<file path="src/rtl/ifmap_pkg.sv">
// Shared types and helpers for the IFMap row packer: FSM states, flag bit positions and
// the output word builder.
package ifmap_pkg;

  localparam int unsigned IFMAP_DATA_W  = 16;
  localparam int unsigned IFMAP_WORD_W  = IFMAP_DATA_W + 2;
  localparam int unsigned START_ROW_BIT = IFMAP_WORD_W - 1;
  localparam int unsigned END_ROW_BIT   = IFMAP_WORD_W - 2;

  typedef enum logic [2:0] {
    StIdle,
    StPadL,
    StStream,
    StPadR,
    StDone
  } state_e;

  function automatic logic [IFMAP_WORD_W-1:0] pack_word(input logic start_row,
                                                        input logic end_row,
                                                        input logic [IFMAP_DATA_W-1:0] data);
    logic [IFMAP_WORD_W-1:0] w;
    w                     = '0;
    w[START_ROW_BIT]      = start_row;
    w[END_ROW_BIT]        = end_row;
    w[IFMAP_DATA_W-1:0]   = data;
    return w;
  endfunction

endpackage

</file>
<file path="src/rtl/ifmap_out_stage.sv">
// Single-entry output register feeding the IFMap buffer; advances whenever it is empty or
// the buffer can take the held word.
module ifmap_out_stage
  import ifmap_pkg::*;
#(
  parameter int unsigned Width = IFMAP_WORD_W
) (
  input  logic             clk_i,
  input  logic             rst_ni,
  input  logic             load_i,
  input  logic [Width-1:0] word_i,
  input  logic             buf_full_i,
  output logic             adv_o,
  output logic             wen_o,
  output logic [Width-1:0] word_o
);

  logic             valid_q;
  logic [Width-1:0] word_q;

  assign adv_o  = !valid_q || !buf_full_i;
  assign wen_o  = valid_q && !buf_full_i;
  assign word_o = word_q;

  always_ff @(posedge clk_i or negedge rst_ni) begin
    if (!rst_ni) begin
      valid_q <= 1'b0;
      word_q  <= '0;
    end else if (adv_o) begin
      valid_q <= load_i;
      if (load_i) begin
        word_q <= word_i;
      end
    end
  end

endmodule

</file>
<file path="src/rtl/ifmap_row_packer.sv">
// Packs a pixel stream into {start_row, end_row, pixel} words for the IFMap buffer.
// Optional zero padding on both row ends is built only with IFMAP_PACKER_PAD_EN defined.
module ifmap_row_packer
  import ifmap_pkg::*;
#(
  parameter int unsigned DATA_WIDTH   = IFMAP_DATA_W,
  parameter int unsigned IFMAP_WIDTH  = IFMAP_WORD_W,
  parameter int unsigned ROW_LEN_SIZE = 8,
  parameter int unsigned ROW_CNT_SIZE = 8
`ifdef IFMAP_PACKER_PAD_EN
  ,
  parameter int unsigned PAD_SIZE     = 2
`endif
) (
  input  logic                    clk,
  input  logic                    rstn,
  input  logic                    start,
  input  logic [ROW_LEN_SIZE-1:0] row_len,
  input  logic [ROW_CNT_SIZE-1:0] row_count,
`ifdef IFMAP_PACKER_PAD_EN
  input  logic [PAD_SIZE-1:0]     pad_len,
`endif
  input  logic [DATA_WIDTH-1:0]   pix_in,
  input  logic                    pix_valid,
  output logic                    pix_ready,
  input  logic                    buf_full,
  output logic [IFMAP_WIDTH-1:0]  IFMap_out,
  output logic                    wen_IFMap_buffer,
  output logic                    busy,
  output logic                    done,
  output logic                    err_cfg
);

  state_e                  state_q;
  logic [ROW_LEN_SIZE-1:0] row_len_q, col_cnt_q;
  logic [ROW_CNT_SIZE-1:0] row_count_q, row_cnt_q;
  logic                    err_cfg_q;

  logic                    adv, wen, load, accept;
  logic                    cfg_ok, col_last, row_last, row_end, has_pad;
  logic [IFMAP_WIDTH-1:0]  load_word;

`ifdef IFMAP_PACKER_PAD_EN
  logic [PAD_SIZE-1:0]     pad_len_q, pad_cnt_q;
  logic                    pad_last;

  assign has_pad  = (pad_len_q != '0);
  assign pad_last = (pad_cnt_q == pad_len_q - PAD_SIZE'(1));
  assign row_end  = (state_q == StStream && accept && col_last && !has_pad) ||
                    (state_q == StPadR && adv && pad_last);
`else
  assign has_pad  = 1'b0;
  assign row_end  = (state_q == StStream) && accept && col_last;
`endif

  assign cfg_ok   = (row_len != '0) && (row_count != '0);
  assign col_last = (col_cnt_q == row_len_q - ROW_LEN_SIZE'(1));
  assign row_last = (row_cnt_q == row_count_q - ROW_CNT_SIZE'(1));

  assign pix_ready = (state_q == StStream) && adv;
  assign accept    = pix_valid && pix_ready;

  // Word offered to the output register; it only takes effect on an adv cycle.
  always_comb begin
    load      = 1'b0;
    load_word = '0;
    case (state_q)
      StStream: begin
        if (pix_valid) begin
          load      = 1'b1;
          load_word = pack_word((col_cnt_q == '0) && !has_pad, col_last && !has_pad, pix_in);
        end
      end
`ifdef IFMAP_PACKER_PAD_EN
      StPadL: begin
        load      = 1'b1;
        load_word = pack_word(pad_cnt_q == '0, 1'b0, '0);
      end
      StPadR: begin
        load      = 1'b1;
        load_word = pack_word(1'b0, pad_last, '0);
      end
`endif
      default: ;
    endcase
  end

  always_ff @(posedge clk or negedge rstn) begin
    if (!rstn) begin
      state_q     <= StIdle;
      row_len_q   <= '0;
      row_count_q <= '0;
      col_cnt_q   <= '0;
      row_cnt_q   <= '0;
      err_cfg_q   <= 1'b0;
`ifdef IFMAP_PACKER_PAD_EN
      pad_len_q   <= '0;
      pad_cnt_q   <= '0;
`endif
    end else begin
      err_cfg_q <= 1'b0;
      case (state_q)
        StIdle: begin
          if (start) begin
            if (cfg_ok) begin
              row_len_q   <= row_len;
              row_count_q <= row_count;
              col_cnt_q   <= '0;
              row_cnt_q   <= '0;
`ifdef IFMAP_PACKER_PAD_EN
              pad_len_q   <= pad_len;
              pad_cnt_q   <= '0;
              state_q     <= (pad_len != '0) ? StPadL : StStream;
`else
              state_q     <= StStream;
`endif
            end else begin
              err_cfg_q <= 1'b1;
            end
          end
        end
        StStream: begin
          if (accept) begin
            col_cnt_q <= col_last ? '0 : col_cnt_q + ROW_LEN_SIZE'(1);
`ifdef IFMAP_PACKER_PAD_EN
            if (col_last && has_pad) begin
              state_q <= StPadR;
            end
`endif
          end
        end
`ifdef IFMAP_PACKER_PAD_EN
        StPadL: begin
          if (adv) begin
            if (pad_last) begin
              pad_cnt_q <= '0;
              state_q   <= StStream;
            end else begin
              pad_cnt_q <= pad_cnt_q + PAD_SIZE'(1);
            end
          end
        end
        StPadR: begin
          if (adv) begin
            pad_cnt_q <= pad_last ? '0 : pad_cnt_q + PAD_SIZE'(1);
          end
        end
`endif
        StDone: begin
          if (wen) begin
            state_q <= StIdle;
          end
        end
        default: state_q <= StIdle;
      endcase

      // Row completion overrides the per-state transition above.
      if (row_end) begin
        row_cnt_q <= row_cnt_q + ROW_CNT_SIZE'(1);
        col_cnt_q <= '0;
        if (row_last) begin
          state_q <= StDone;
        end else begin
          state_q <= has_pad ? StPadL : StStream;
        end
      end
    end
  end

  ifmap_out_stage #(
    .Width(IFMAP_WIDTH)
  ) u_out_stage (
    .clk_i     (clk),
    .rst_ni    (rstn),
    .load_i    (load),
    .word_i    (load_word),
    .buf_full_i(buf_full),
    .adv_o     (adv),
    .wen_o     (wen),
    .word_o    (IFMap_out)
  );

  assign wen_IFMap_buffer = wen;
  assign busy             = (state_q != StIdle);
  assign done             = (state_q == StDone) && wen;
  assign err_cfg          = err_cfg_q;

endmodule

</file>
<file path="config.mk">
export PLATFORM = sky130hd
export DESIGN_NAME = ifmap_row_packer
export DESIGN_NICKNAME = d
export VERILOG_FILES = /design/src/rtl/ifmap_pkg.sv /design/src/rtl/ifmap_out_stage.sv /design/src/rtl/ifmap_row_packer.sv
export SDC_FILE = /design/constraint.sdc
export NUM_CORES = 1
export LEC_CHECK = 0
export BUFFER_PORTS_ARGS = -buffer_cell sky130_fd_sc_hd__buf_2
export CAP_MARGIN = 30
export CORE_MARGIN = 3
export CORE_UTILIZATION = 55
export CTS_CLUSTER_SIZE = 28
export DETAILED_ROUTE_END_ITERATION = 16
export HOLD_SLACK_MARGIN = 0.02
export PLACE_DENSITY = 0.83
export SLEW_MARGIN = 20
export SYNTH_ARGS = -nofsm -noshare
export SYNTH_HDL_FRONTEND = slang
export SYNTH_SLANG_ARGS = --single-unit
</file>
<file path="constraint.sdc">
create_clock -name clk -period 2.6 [get_ports clk]
set_input_delay 0.78 -clock clk [delete_from_list [all_inputs] [get_ports clk]]
set_output_delay 0.78 -clock clk [all_outputs]
set_load 0.02 [all_outputs]
</file>
Yosys cells after proc, flatten, opt, wreduce, memory -nomap -nowiden
Cells that the tools add are included.
{ "classes": {"n_reduce_logical": 24, "n_eq_ne": 9, "n_mux": 21, "n_addsub": 4} }
{ "ops": {"columns": ["cell", "count"], "rows": [
  ["8-bit two-way mux", 7],
  ["18-bit two-way mux", 2],
  ["8-bit by 1-bit adder with 8-bit output (second input constant)", 2],
  ["8-bit == test", 2],
  ["8-bit one-hot mux with 2 select lines", 1],
  ["8-bit nonzero test", 2],
  ["8-bit by 1-bit subtractor with 8-bit output (second input constant)", 2],
  ["3-bit two-way mux", 5],
  ["3-bit != test (second input constant)", 4],
  ["3-bit one-hot mux with 3 select lines", 1],
  ["8-bit zero test", 1],
  ["4-bit AND reduction", 2],
  ["1-bit logical AND", 7],
  ["3-bit AND reduction", 2],
  ["2-bit nonzero test", 3],
  ["3-bit nonzero test", 2],
  ["1-bit two-way mux", 5],
  ["3-bit by 2-bit == test with 1-bit output (second input constant)", 1],
  ["3-bit == test (second input constant)", 1],
  ["3-bit zero test", 1],
  ["1-bit zero test", 2],
  ["2-bit != test (second input constant)", 1],
  ["2-bit AND reduction", 1],
  ["1-bit logical OR", 1]
]} }
{ "word_totals": {"out_inout_bits": 23, "inputBits": 37, "elab_cells": 66, "reg_bits": 55} }

Depth between registers and ports, before layout
Gate-level depths: netlist of the first run.
{ "logic_depth": {"depth_word": 8, "ltp_mapped": 10, "ltp_nobuf": 8} }

Cells and area by module
A second synthesis of the first run with hierarchy kept.
{ "unflattened": {"cells_unflattened": 291, "area_unflattened_um2": 3155.5} }
{ "modules_own_cells": {"columns": ["module", "cells_each", "n_inst", "area_each_um2", "seq_area_each_um2"], "rows": [
  ["ifmap_row_packer", 249, 1, 2384.8, 875.8],
  ["ifmap_out_stage", 42, 1, 770.7, 475.5]
]} }

Least setup slack after synthesis of the first run
No wires, ideal clock.
{ "synth_path": {"path_kind": "input to register", "startpoint": "in row_count[1]", "endpoint": "reg row_count_q[7]", "arrival_ps": 2064, "setup_ps": 125, "path_stages": 5, "n_path_buf": 1, "slack_ps": 411, "required_ps": 2475, "path_cell_list": "nor4_1 nand2_1 nand4_1 clkbuf_1 mux2_2"} }
{ "synth_between": {"elab_chain_len": 3} }
{ "synth_rtl": {"columns": ["item", "line", "text"], "rows": [
  ["from (decl)", "ifmap_row_packer.sv:19", "input logic [ROW_CNT_SIZE-1:0] row_count,"],
  ["8-bit nonzero test", "ifmap_row_packer.sv:56", "assign cfg_ok = (row_len != '0) && (row_count != '0);"],
  ["1-bit logical AND", "ifmap_row_packer.sv:56", null],
  ["3-bit AND reduction (no line)", null, null],
  ["to (signal assigned)", "ifmap_row_packer.sv:107", "row_count_q <= row_count;"],
  ["to (decl)", "ifmap_row_packer.sv:36", "logic [ROW_CNT_SIZE-1:0] row_count_q, row_cnt_q;"]
]} }
No other way between the ends.
A chain may end at the register's enable or synchronous reset.

Worst setup path after layout of the first run
{ "layout_path": {"startpoint": "reg row_len_q[0]", "endpoint": "reg row_cnt_q[7]"} }
{ "layout_between": {"elab_chain_len": 5, "word_cells_on_any_way": 8, "cone_classes": "add/sub (1); eq/ne (1); mux (1); reduce/logical (5)"} }
{ "layout_rtl": {"columns": ["item", "line", "text"], "rows": [
  ["from (decl)", "ifmap_row_packer.sv:35", "logic [ROW_LEN_SIZE-1:0] row_len_q, col_cnt_q;"],
  ["from (signal assigned)", "ifmap_row_packer.sv:106", "row_len_q <= row_len;"],
  ["8-bit by 1-bit subtractor with 8-bit output *", "ifmap_row_packer.sv:57", "assign col_last = (col_cnt_q == row_len_q - ROW_LEN_SIZE'(1));"],
  ["8-bit == test *", "ifmap_row_packer.sv:57", null],
  ["1-bit logical AND *", "ifmap_row_packer.sv:53", "assign row_end = (state_q == StStream) && accept && col_last;"],
  ["2-bit nonzero test (no line)", null, null],
  ["3-bit AND reduction (no line)", null, null],
  ["to (signal assigned)", "ifmap_row_packer.sv:159", "row_cnt_q <= row_cnt_q + ROW_CNT_SIZE'(1);"],
  ["to (decl)", "ifmap_row_packer.sv:36", null]
]} }
Every way passes the cells marked *; elsewhere a longest branch is shown, timed or not.

==> impl_metrics.json, run 1 <==
{
  "status": "complete, no violations",
  "cp-end-kind": "flip-flop",
  "required_ns": 2.79,
  "gp_congestion": 0.852,
  "num_antenna_cells": 0,
  "n_fill_cell": 411,
  "swShare_pct": 37.5,
  "die_h_um": 79.1,
  "die_w_um": 79.1,
  "postCtsSetupBuffers": 0,
  "instances_no_fill": 436,
  "remaining_drc_errors": 0,
  "synthArstFlopShare_pct": 100,
  "ys.flop_type": "dfrtp_1",
  "post-dp-hpwl_um": 4850,
  "rsz0062_at_grt": "no",
  "layout_setup_ws_ns": 0.257,
  "seqPwrFrac_pct": 45.3,
  "hold_ws_ns": 0.434,
  "vias_per_cell": 5.65,
  "period_needed_ns": 2.34,
  "setup_viol": 0,
  "yosys.area.top_type": "dfrtp_1",
  "dpl.cell_count": 428,
  "arrival_ns": 2.53,
  "clock_power_share_pct": 20.3,
  "ys_seq_area_share_pct": 45.9,
  "initial_core_util_pct": 59.5,
  "worstPathMaxFanout": 12,
  "hold_viol_final": 0,
  "fin_worst_skew_ns": 0.00521,
  "regToRegEndpoint": "row_cnt_q[7]",
  "postSynthCellCount": 313,
  "layout_commonest_cell": "nand2_1",
  "worstPathCellList": "inv_1, ha_1, or3_1, a31oi_1, and4_1, a21bo_4, o221ai_1",
  "post-place-ws_ns": 0.281,
  "switchingPower_mw": 1.08,
  "synth_top_area_share_pct": 45.9,
  "irDropWorstVdd_mv": 0.466,
  "syn_nets": 355,
  "start_kind": "flip-flop",
  "gr-total-overflow": 0,
  "vias": 2462,
  "grt_pass1_vias": 2448,
  "area_growth_pct": 15.4,
  "power_frac_comb_pct": 34.4,
  "synth_edf_count": 0,
  "synth_top_family_by_area": "simple AND/OR/NAND/NOR gates",
  "drt_iter0_drc": 174,
  "r2r_start": "row_len_q[0]",
  "core_area_um2": 4940,
  "ant_nets": 0,
  "internal_power_mw": 1.80,
  "io-pin-count": 60,
  "ys_warn_count": 0,
  "power.density_nw_per_um2": 849,
  "cts-hold-fix-buffers": 0,
  "cts_tree": "built",
  "antenna_found_initial": 0,
  "slew_headroom_pct": 64.6,
  "cts.path.max_buffers": 2,
  "synthMuxAreaShare_pct": 7.91,
  "cts.clk_slew.worst_paths_ns": 0.10,
  "syn_area_um2": 2940,
  "clockRootBuffer": "clkbuf_8",
  "wl_per_cell_um": 14.8,
  "fin_setup_tns_ns": 0,
  "worst_pin_slew_ns": 0.526,
  "grt_pass1_wl_um": 11300,
  "row_count": 25,
  "port_buffers": 59,
  "postRouteWirelength_um": 6440,
  "slowest_stage": "dfrtp_1",
  "p_leak_nw": 1.62,
  "drive_gt1_share_pct": 25.2,
  "crit_family": "simple AND/OR/NAND/NOR gates",
  "min-delay-path-class": "in2async",
  "synthAdderAreaFrac_pct": 2.13,
  "finalMaxSlewViolations": 0,
  "cts_buffers": 5,
  "post-route-util_pct": 68.7,
  "nets": 410,
  "insertion_delay_ns": 0.31,
  "grt_max_degree": 29,
  "synth.top_cells.by_area": "dfrtp_1 (46%), nand2_1 (8.3%), xnor2_1 (6.3%)",
  "final_cell_mix": "nand2_1 (65), buf_2 (59), dfrtp_1 (54)",
  "r2r_slack_ns": 0.26,
  "cts.repair.resized": 0,
  "min_period_over_period_pct": 90.1,
  "yosys.area_share.simple_pct": 23.6,
  "fmax_mhz": 427,
  "critical_path_class": "reg2reg",
  "htree_levels": 2,
  "maxCapViolCount": 0,
  "synth_compound_area_share_pct": 8.08,
  "synth-xor-area-share_pct": 7.44,
  "grt_util_all_layers_pct": 22.6,
  "ff2ff_path_depth": 7,
  "fp.dieArea_um2": 6260,
  "max_stage_delay_ns": 0.48,
  "crit_buf_inv": 1,
  "syn_area_per_cell_um2": 9.40,
  "yosysUniqueCellTypes": 46,
  "first_pass_iters": 4,
  "cts.sinks": 54,
  "synth_seq_cells": 54
}
-- power by group through the flow --
stage          registers [mW]  logic (mW)  clock network, mW
2_1_floorplan            1.28       0.745                  0
3_3_place_gp             1.30       0.937                  0
3_5_place_dp             1.31       0.983                  0
4_1_cts                  1.30       0.994              0.592
5_1_grt                  1.34        1.10              0.632
6_report                 1.31       0.993              0.585
-- synth_stat cells, types with 5 or more instances --
master	number
a21oi_1	7
clkbuf_1	9
dfrtp_1	54
ha_1	5
inv_1	15
mux2_2	16
nand2_1	65
nand2b_1	8
nand3_1	9
nand4_1	8
nor2_1	13
nor2b_1	6
nor3_1	9
nor4_1	6
o21ai_0	7
xnor2_1	21
-- metrics by stage --
step | total power [mW] | area [um^2]
detailed placement | 2.30 | 3280
global placement | 2.24 | 3280
global route | 3.07 | 3390
CTS | 2.89 | 3390
finish | 2.88 | 3390
floorplan | 2.02 | 2940
-- how the worst max path moves through the flow --
stage,start,endpoint,slack [ns],cells past startpoint
2_1_floorplan,row_count[1],row_count_q[7],0.41,5
3_3_place_gp,row_len_q[0],row_cnt_q[6],0.39,7
3_5_place_dp,row_len_q[0],row_cnt_q[6],0.28,7
4_1_cts,row_len_q[0],row_cnt_q[7],0.26,7
5_1_grt,row_len_q[0],row_cnt_q[7],0.13,7
6_report,row_len_q[0],row_cnt_q[7],0.26,7
-- cells by family (layout without fill, tap and decap cells) --
group	after synthesis	after routing
AOI/OAI and AO/OA	36	36
DFF	54	54
adders and majority gates	5	5
buffers and inverters	32	88
xor gates and xnor gates	25	25
and+or+nand+nor	141	141
muxes	20	20
-- final cells by class --
class                   count  area (um^2)  area share, %
well taps                  67         83.8           2.47
multi-input cells         227         1450           42.6
inverters                  15         56.3           1.66
repair buffers             65          340           10.0
clock inverters             3         47.5           1.40
flip-flops and latches     54         1350           39.8
clock buffers               5         68.8           2.03
-- state kept, by name (all words and copies together) (netlist names) --
register             cells
row_count_q              8
state_q                  2
u_out_stage.valid_q      1
row_cnt_q                8
err_cfg                  1
row_len_q                8
col_cnt_q                8
u_out_stage.word_o      18
-- layer usage --
| layer | wire, um | up-vias | track usage, % |
|---|---|---|---|
| met3 | 471 | 6 | 4.99 |
| met4 | 73 | 0 | 6.87 |
| li1 | - | 1182 | - |
| met2 | 3030 | 89 | 36.2 |
| met5 | 0 | - | 0 |
| met1 | 2860 | 1185 | 30.8 |
Power figures use the tool's default switching activity.
==> run 2, diff against run 1 <==
--- a/config.mk
+++ b/config.mk
@@ -5,14 +5,14 @@
 export SDC_FILE = /design/constraint.sdc
 export NUM_CORES = 1
 export LEC_CHECK = 0
-export BUFFER_PORTS_ARGS = -buffer_cell sky130_fd_sc_hd__buf_2
 export CAP_MARGIN = 30
 export CORE_MARGIN = 3
-export CORE_UTILIZATION = 55
+export CORE_UTILIZATION = 63
 export CTS_CLUSTER_SIZE = 28
 export DETAILED_ROUTE_END_ITERATION = 16
+export DONT_BUFFER_PORTS = 1
 export HOLD_SLACK_MARGIN = 0.02
-export PLACE_DENSITY = 0.83
+export PLACE_DENSITY = 0.82
 export SLEW_MARGIN = 20
 export SYNTH_ARGS = -nofsm -noshare
 export SYNTH_HDL_FRONTEND = slang
==> run 2 against run 1 <==
  * Clock power is 1% higher
  * Fmax fell by 1.1%
  * Die area is 12% lower
  * Power decreased by 4.0%
  * Via count decreased by 11%
  * Final cell count shrank 17%
  * Routed wire length fell by 7.2%
  * Hold slack got worse by 0.28 ns
  * Register-to-register slack got worse by 0.03 ns
  * Non-clock buffer count fell by 60
  * Clock skew increased by 0.0078 ns
  * Sequential power grew 6%
  * Critical path type unchanged
  * Critical endpoint is now row_cnt_q[6]
  * Largest power group unchanged
==> impl_metrics.json, run 2 (synthesized netlist as in run 1, its figures left out) <==
{
  "fin_setup_tns_ns": 0,
  "wl_per_cell_um": 16.6,
  "grtUsageMet2_pct": 35.4,
  "grt_pass1_wl_um": 9870,
  "cts.clk_slew.worst_paths_ns": 0.10,
  "busiest_layer": "met2",
  "p_leak_nw": 1.38,
  "grt_use_met3_pct": 7.16,
  "layout_commonest_cell": "nand2_1",
  "power.density_nw_per_um2": 900,
  "grt_max_degree": 55,
  "max_stage_delay_ns": 0.46,
  "insertion_delay_ns": 0.31,
  "worstPathMaxFanout": 12,
  "required_ns": 2.77,
  "cts_tree": "built",
  "cp-endpoint": "row_cnt_q[6]",
  "postRouteWirelength_um": 5980,
  "cts.sinks": 54,
  "maxCapViolCount": 0,
  "antenna_found_initial": 0,
  "min-delay-path-class": "in2async",
  "largest_register_ffs": 18,
  "gp_congestion": 0.876,
  "layout_setup_ws_ns": 0.232,
  "worst-path-stages": 7,
  "worst_pin_slew_ns": 0.475,
  "cp-end-kind": "flip-flop",
  "period_needed_ns": 2.37,
  "r2r_start": "row_len_q[0]",
  "arrival_ns": 2.54,
  "slew_headroom_pct": 68.0,
  "num_antenna_cells": 0,
  "ant_nets": 0,
  "core_area_um2": 4440,
  "internal_power_mw": 1.76,
  "nets": 350,
  "swShare_pct": 36.5,
  "remaining_drc_errors": 0,
  "startpoint": "row_len_q[0]",
  "power_frac_comb_pct": 28.4,
  "switchingPower_mw": 1.01,
  "clock_power_share_pct": 21.4,
  "crit_buf_inv": 1,
  "seqPwrFrac_pct": 50.1,
  "die_h_um": 74.3,
  "postCtsSetupBuffers": 0,
  "drive_gt1_share_pct": 10.7,
  "worstPathCellList": "inv_1, ha_1, or3_1, a31oi_1, and4_1, a21bo_4, o221ai_1",
  "fp.dieArea_um2": 5520,
  "fin_worst_skew_ns": 0.0130,
  "r2r_slack_ns": 0.23,
  "cts.repair.resized": 0,
  "ff2ff_path_depth": 7,
  "crit_family": "simple AND/OR/NAND/NOR gates",
  "dpl.cell_count": 353,
  "cts.path.max_buffers": 2,
  "final_cell_mix": "nand2_1 (65), dfrtp_1 (54), xnor2_1 (21)",
  "gr-usage-met1_pct": 33.0,
  "slowest_stage": "dfrtp_1",
  "status": "complete, no violations",
  "first_pass_iters": 4,
  "htree_levels": 2,
  "instances_no_fill": 361,
  "power_mw": 2.77,
  "initial_core_util_pct": 66.2,
  "row_count": 24,
  "grt_pass1_vias": 2149,
  "die_w_um": 74.3,
  "clockRootBuffer": "clkbuf_8",
  "io-pin-count": 60,
  "fmax_mhz": 422,
  "finalMaxSlewViolations": 0,
  "hold_viol_final": 0,
  "post-place-ws_ns": 0.277,
  "min_period_over_period_pct": 91.1,
  "vias_per_cell": 6.04,
  "cts_buffers": 5,
  "drt_iter0_drc": 195,
  "post-dp-hpwl_um": 4300,
  "grt_util_all_layers_pct": 23.4,
  "rsz0062_at_grt": "no",
  "regToRegEndpoint": "row_cnt_q[6]",
  "cts-hold-fix-buffers": 0,
  "setup_viol": 0,
  "critical_path_class": "reg2reg",
  "finalInstanceArea_um2": 3080,
  "vias": 2179,
  "irDropWorstVdd_mv": 0.638,
  "start_kind": "flip-flop",
  "area_growth_pct": 4.64,
  "dpl_cell_area_um2": 2960,
  "port_buffers": 0,
  "gr-total-overflow": 0
}
==> run 2: cell count changes in the layout (fill, tap and decap cells not counted), sizes merged <==
cell    previous run  this run
inv               17        16
buf               65         5
clkbuf             5         6
==> run 2: metrics by stage <==
step / utilization [%] / hold slack (ns)
floorplan: - / 0.484
global placement: 66.5 / 0.486
detailed placement: 66.5 / 0.486
CTS: 69.3 / 0.145
global route: 69.3 / 0.127
finish: 69.3 / 0.158
==> run 2: final cells by class <==
type	instances	area, um^2
fillers	329	1370
clock buffers	6	82.6
multi-input cells	227	1450
clock inverters	2	38.8
inverters	15	56.3
flip-flops and latches	54	1350
repair buffers	5	37.5
well taps	52	65.1
==> run 2: routing by layer <==
metal	share of wire, %	up-vias	wire (um)
li1	-	1057	-
met2	47	85	2800
met5	0	-	0
met1	45	1035	2690
met4	0.42	0	25
met3	7.8	2	466
==> run 2: how the worst min path moves through the flow <==
stage	from	end	depth (start not counted)
after floorplan	rstn	col_cnt_q[0]	0
after global placement	rstn	row_cnt_q[3]	0
after detailed placement	rstn	row_cnt_q[0]	0
after CTS	rstn	u_out_stage.word_o[0]	0
after global routing	rstn	col_cnt_q[4]	0
final	rstn	u_out_stage.word_o[17]	0
==> run 2: power groups by stage <==
stage               combinational, mW  sequential (mW)  clock (mW)
global route                    0.892             1.42       0.653
CTS                             0.788             1.38       0.605
detailed placement              0.783             1.39           0
global placement                0.748             1.39           0
finish                          0.787             1.39       0.593
floorplan                       0.745             1.28           0
==> run 3, diff against run 2 <==
--- a/config.mk
+++ b/config.mk
@@ -5,6 +5,7 @@
 export SDC_FILE = /design/constraint.sdc
 export NUM_CORES = 1
 export LEC_CHECK = 0
+export ABC_AREA = 1
 export CAP_MARGIN = 30
 export CORE_MARGIN = 3
 export CORE_UTILIZATION = 63
==> run 3 against run 2 <==
  * Fmax rose by 17%
  * Sequential power rose by 9%
  * Clock power fell by 3%
  * Register-to-register slack improved by 0.41 ns
  * Synthesized cell count rose by 24%
  * Non-clock buffer count fell by 3
  * Utilization rose by 0.81 points
  * Routed wire length fell by 5.0%
  * Flip-flop and latch count did not move
  * Setup slack improved by 0.35 ns
  * Largest cell class unchanged
==> impl_metrics.json, run 3 <==
{
  "status": "complete, no violations",
  "cts.clk_slew.worst_paths_ns": 0.10,
  "die_h_um": 74.2,
  "crit_family": "flip-flops",
  "fin_worst_skew_ns": 0.00996,
  "syn_area_um2": 2930,
  "synth.top_cells.by_area": "dfrtp_1 (46%), nand2_1 (19%), inv_1 (4.6%)",
  "crit_buf_inv": 2,
  "core_area_um2": 4410,
  "grt_util_all_layers_pct": 22.4,
  "synth_edf_count": 0,
  "ys.flop_type": "dfrtp_1",
  "first_pass_iters": 4,
  "n_fill_cell": 374,
  "syn_area_per_cell_um2": 7.54,
  "yosys.area_share.simple_pct": 34.9,
  "rsz0062_at_grt": "no",
  "cp-end-kind": "output port",
  "grt_pass1_vias": 2269,
  "area_growth_pct": 5.42,
  "ant_nets": 0,
  "initial_core_util_pct": 66.5,
  "cts-hold-fix-buffers": 0,
  "synthArstFlopShare_pct": 100,
  "htree_levels": 2,
  "setup_viol": 0,
  "synthAdderAreaFrac_pct": 2.13,
  "slowest_stage": "dfrtp_1",
  "synthMuxAreaShare_pct": 0,
  "yosys.area.top_type": "dfrtp_1",
  "io-pin-count": 60,
  "worstPathMaxFanout": 4,
  "vias_per_cell": 5.35,
  "row_count": 24,
  "ff2ff_path_depth": 14,
  "period_needed_ns": 2.02,
  "layout_commonest_cell": "nand2_1",
  "r2r_slack_ns": 0.64,
  "cts_buffers": 5,
  "start_kind": "flip-flop",
  "worstPathCellList": "inv_2, nor2_2, inv_1, a21oi_2",
  "maxCapViolCount": 0,
  "arrival_ns": 1.24,
  "finalMaxSlewViolations": 0,
  "nets": 434,
  "ys_seq_area_share_pct": 46.1,
  "hold_viol_final": 0,
  "min_period_over_period_pct": 77.7,
  "num_antenna_cells": 0,
  "fin_setup_tns_ns": 0,
  "ys_warn_count": 0,
  "cts_tree": "built",
  "yosysMostFrequentCell": "nand2_1",
  "remaining_drc_errors": 0,
  "synth-xor-area-share_pct": 3.88,
  "die_w_um": 74.2,
  "cts.repair.resized": 0,
  "fp.dieArea_um2": 5510,
  "postRouteWirelength_um": 5680,
  "grt_pass1_wl_um": 9600,
  "insertion_delay_ns": 0.31,
  "drt_iter0_drc": 125,
  "regToRegEndpoint": "row_cnt_q[0]",
  "grt_max_degree": 55,
  "gr-total-overflow": 0,
  "wl_per_cell_um": 12.8,
  "p_leak_nw": 1.60,
  "vias": 2381,
  "synth_top_area_share_pct": 46.1,
  "gp_congestion": 0.798,
  "cts.sinks": 54,
  "slew_headroom_pct": 65.3,
  "critical_path_class": "reg2out",
  "post-route-util_pct": 70.1,
  "post-dp-hpwl_um": 4270,
  "largest_register_ffs": 18,
  "postSynthCellCount": 389,
  "antenna_found_initial": 0,
  "synth_top_family_by_area": "simple AND/OR/NAND/NOR gates",
  "synth_compound_area_share_pct": 6.52,
  "syn_nets": 431,
  "postCtsSetupBuffers": 0,
  "yosysUniqueCellTypes": 33,
  "irDropWorstVdd_mv": 0.563,
  "ys_top_cells_by_count": "nand2_1 (149), dfrtp_1 (54), inv_1 (36)",
  "drive_gt1_share_pct": 7.38,
  "port_buffers": 0,
  "r2r_start": "row_len_q[0]",
  "cts.path.max_buffers": 2,
  "min-delay-path-class": "in2async",
  "clockRootBuffer": "clkbuf_8",
  "power.density_nw_per_um2": 1090,
  "max_stage_delay_ns": 0.43,
  "final_cell_mix": "nand2_1 (149), dfrtp_1 (54), inv_1 (36)",
  "synth_seq_cells": 54,
  "worst_pin_slew_ns": 0.519,
  "required_ns": 1.82,
  "fmax_mhz": 495
}
## run 3: changes by cell type after synthesis, moves of 7 or more
cell,change
mux2_2,-16
nand3_1,+17
o21ai_0,+9
inv_1,+21
nor2_1,+18
clkbuf_1,-7
nand2_1,+84
xnor2_1,-17
nand2b_1,-8
## run 3: metal layers
| metal | wire (um) | vias to the layer above | share of wire, % | track usage, % |
|---|---|---|---|---|
| met5 | 0 | - | 0 | 0 |
| met4 | 63 | 0 | 1.1 | 5.34 |
| met1 | 2720 | 1060 | 48 | 29.8 |
| met3 | 474 | 5 | 8.3 | 7.30 |
| met2 | 2420 | 78 | 43 | 35.9 |
| li1 | - | 1238 | - | - |
## run 3: final cells by class
| cell class | instances | area [um^2] | area share (%) |
|---|---|---|---|
| Clock buffer | 5 | 68.8 | 2.22 |
| Sequential cell | 54 | 1350 | 43.7 |
| Timing Repair Buffer | 2 | 15.0 | 0.485 |
| Multi-Input combinational cell | 288 | 1390 | 45.0 |
| Inverter | 41 | 156 | 5.06 |
| Tap cell | 52 | 65.1 | 2.10 |
| Clock inverter | 3 | 43.8 | 1.42 |
## run 3: worst max-delay path by stage
| stage | start | end | slack [ns] | cells past startpoint |
|---|---|---|---|---|
| after floorplan | buf_full | done | 0.33 | 1 |
| after global placement | row_len[1] | col_cnt_q[3] | 0.55 | 8 |
| after CTS | state_q[1] | pix_ready | 0.59 | 4 |
| after global routing | row_len_q[0] | row_cnt_q[7] | 0.48 | 13 |
| final | state_q[1] | pix_ready | 0.58 | 4 |
| after detailed placement | row_len[1] | col_cnt_q[3] | 0.52 | 8 |
## run 3: where the power goes
part / total (mW) / leakage (nW) / internal [mW] / switching, mW
Combinational: 1.27 / 0.842 / 0.449 / 0.821
Clock: 0.577 / 0.0585 / 0.289 / 0.288
Sequential: 1.52 / 0.697 / 1.12 / 0.403
## run 3: through the flow
| step | std cells | setup slack, ns | total power [mW] | instance area, um^2 | hold WS, ns |
|---|---|---|---|---|---|
| finish | 445 | 0.579 | 3.37 | 3090 | 0.148 |
| global route | 445 | 0.483 | 3.68 | 3090 | 0.130 |
| CTS | 445 | 0.586 | 3.39 | 3090 | 0.140 |
| detailed placement | 437 | 0.515 | 2.81 | 2980 | 0.486 |
| global placement | 437 | 0.554 | 2.77 | 2980 | 0.483 |
| floorplan | 389 | 0.330 | 2.56 | 2930 | 0.468 |
## run 3: kinds of logic after synthesis
group / Yosys count
flops: 54
xor+xnor: 13
simple gates: 234
fa+ha+maj: 5
buf+inv: 47
compound gates: 36
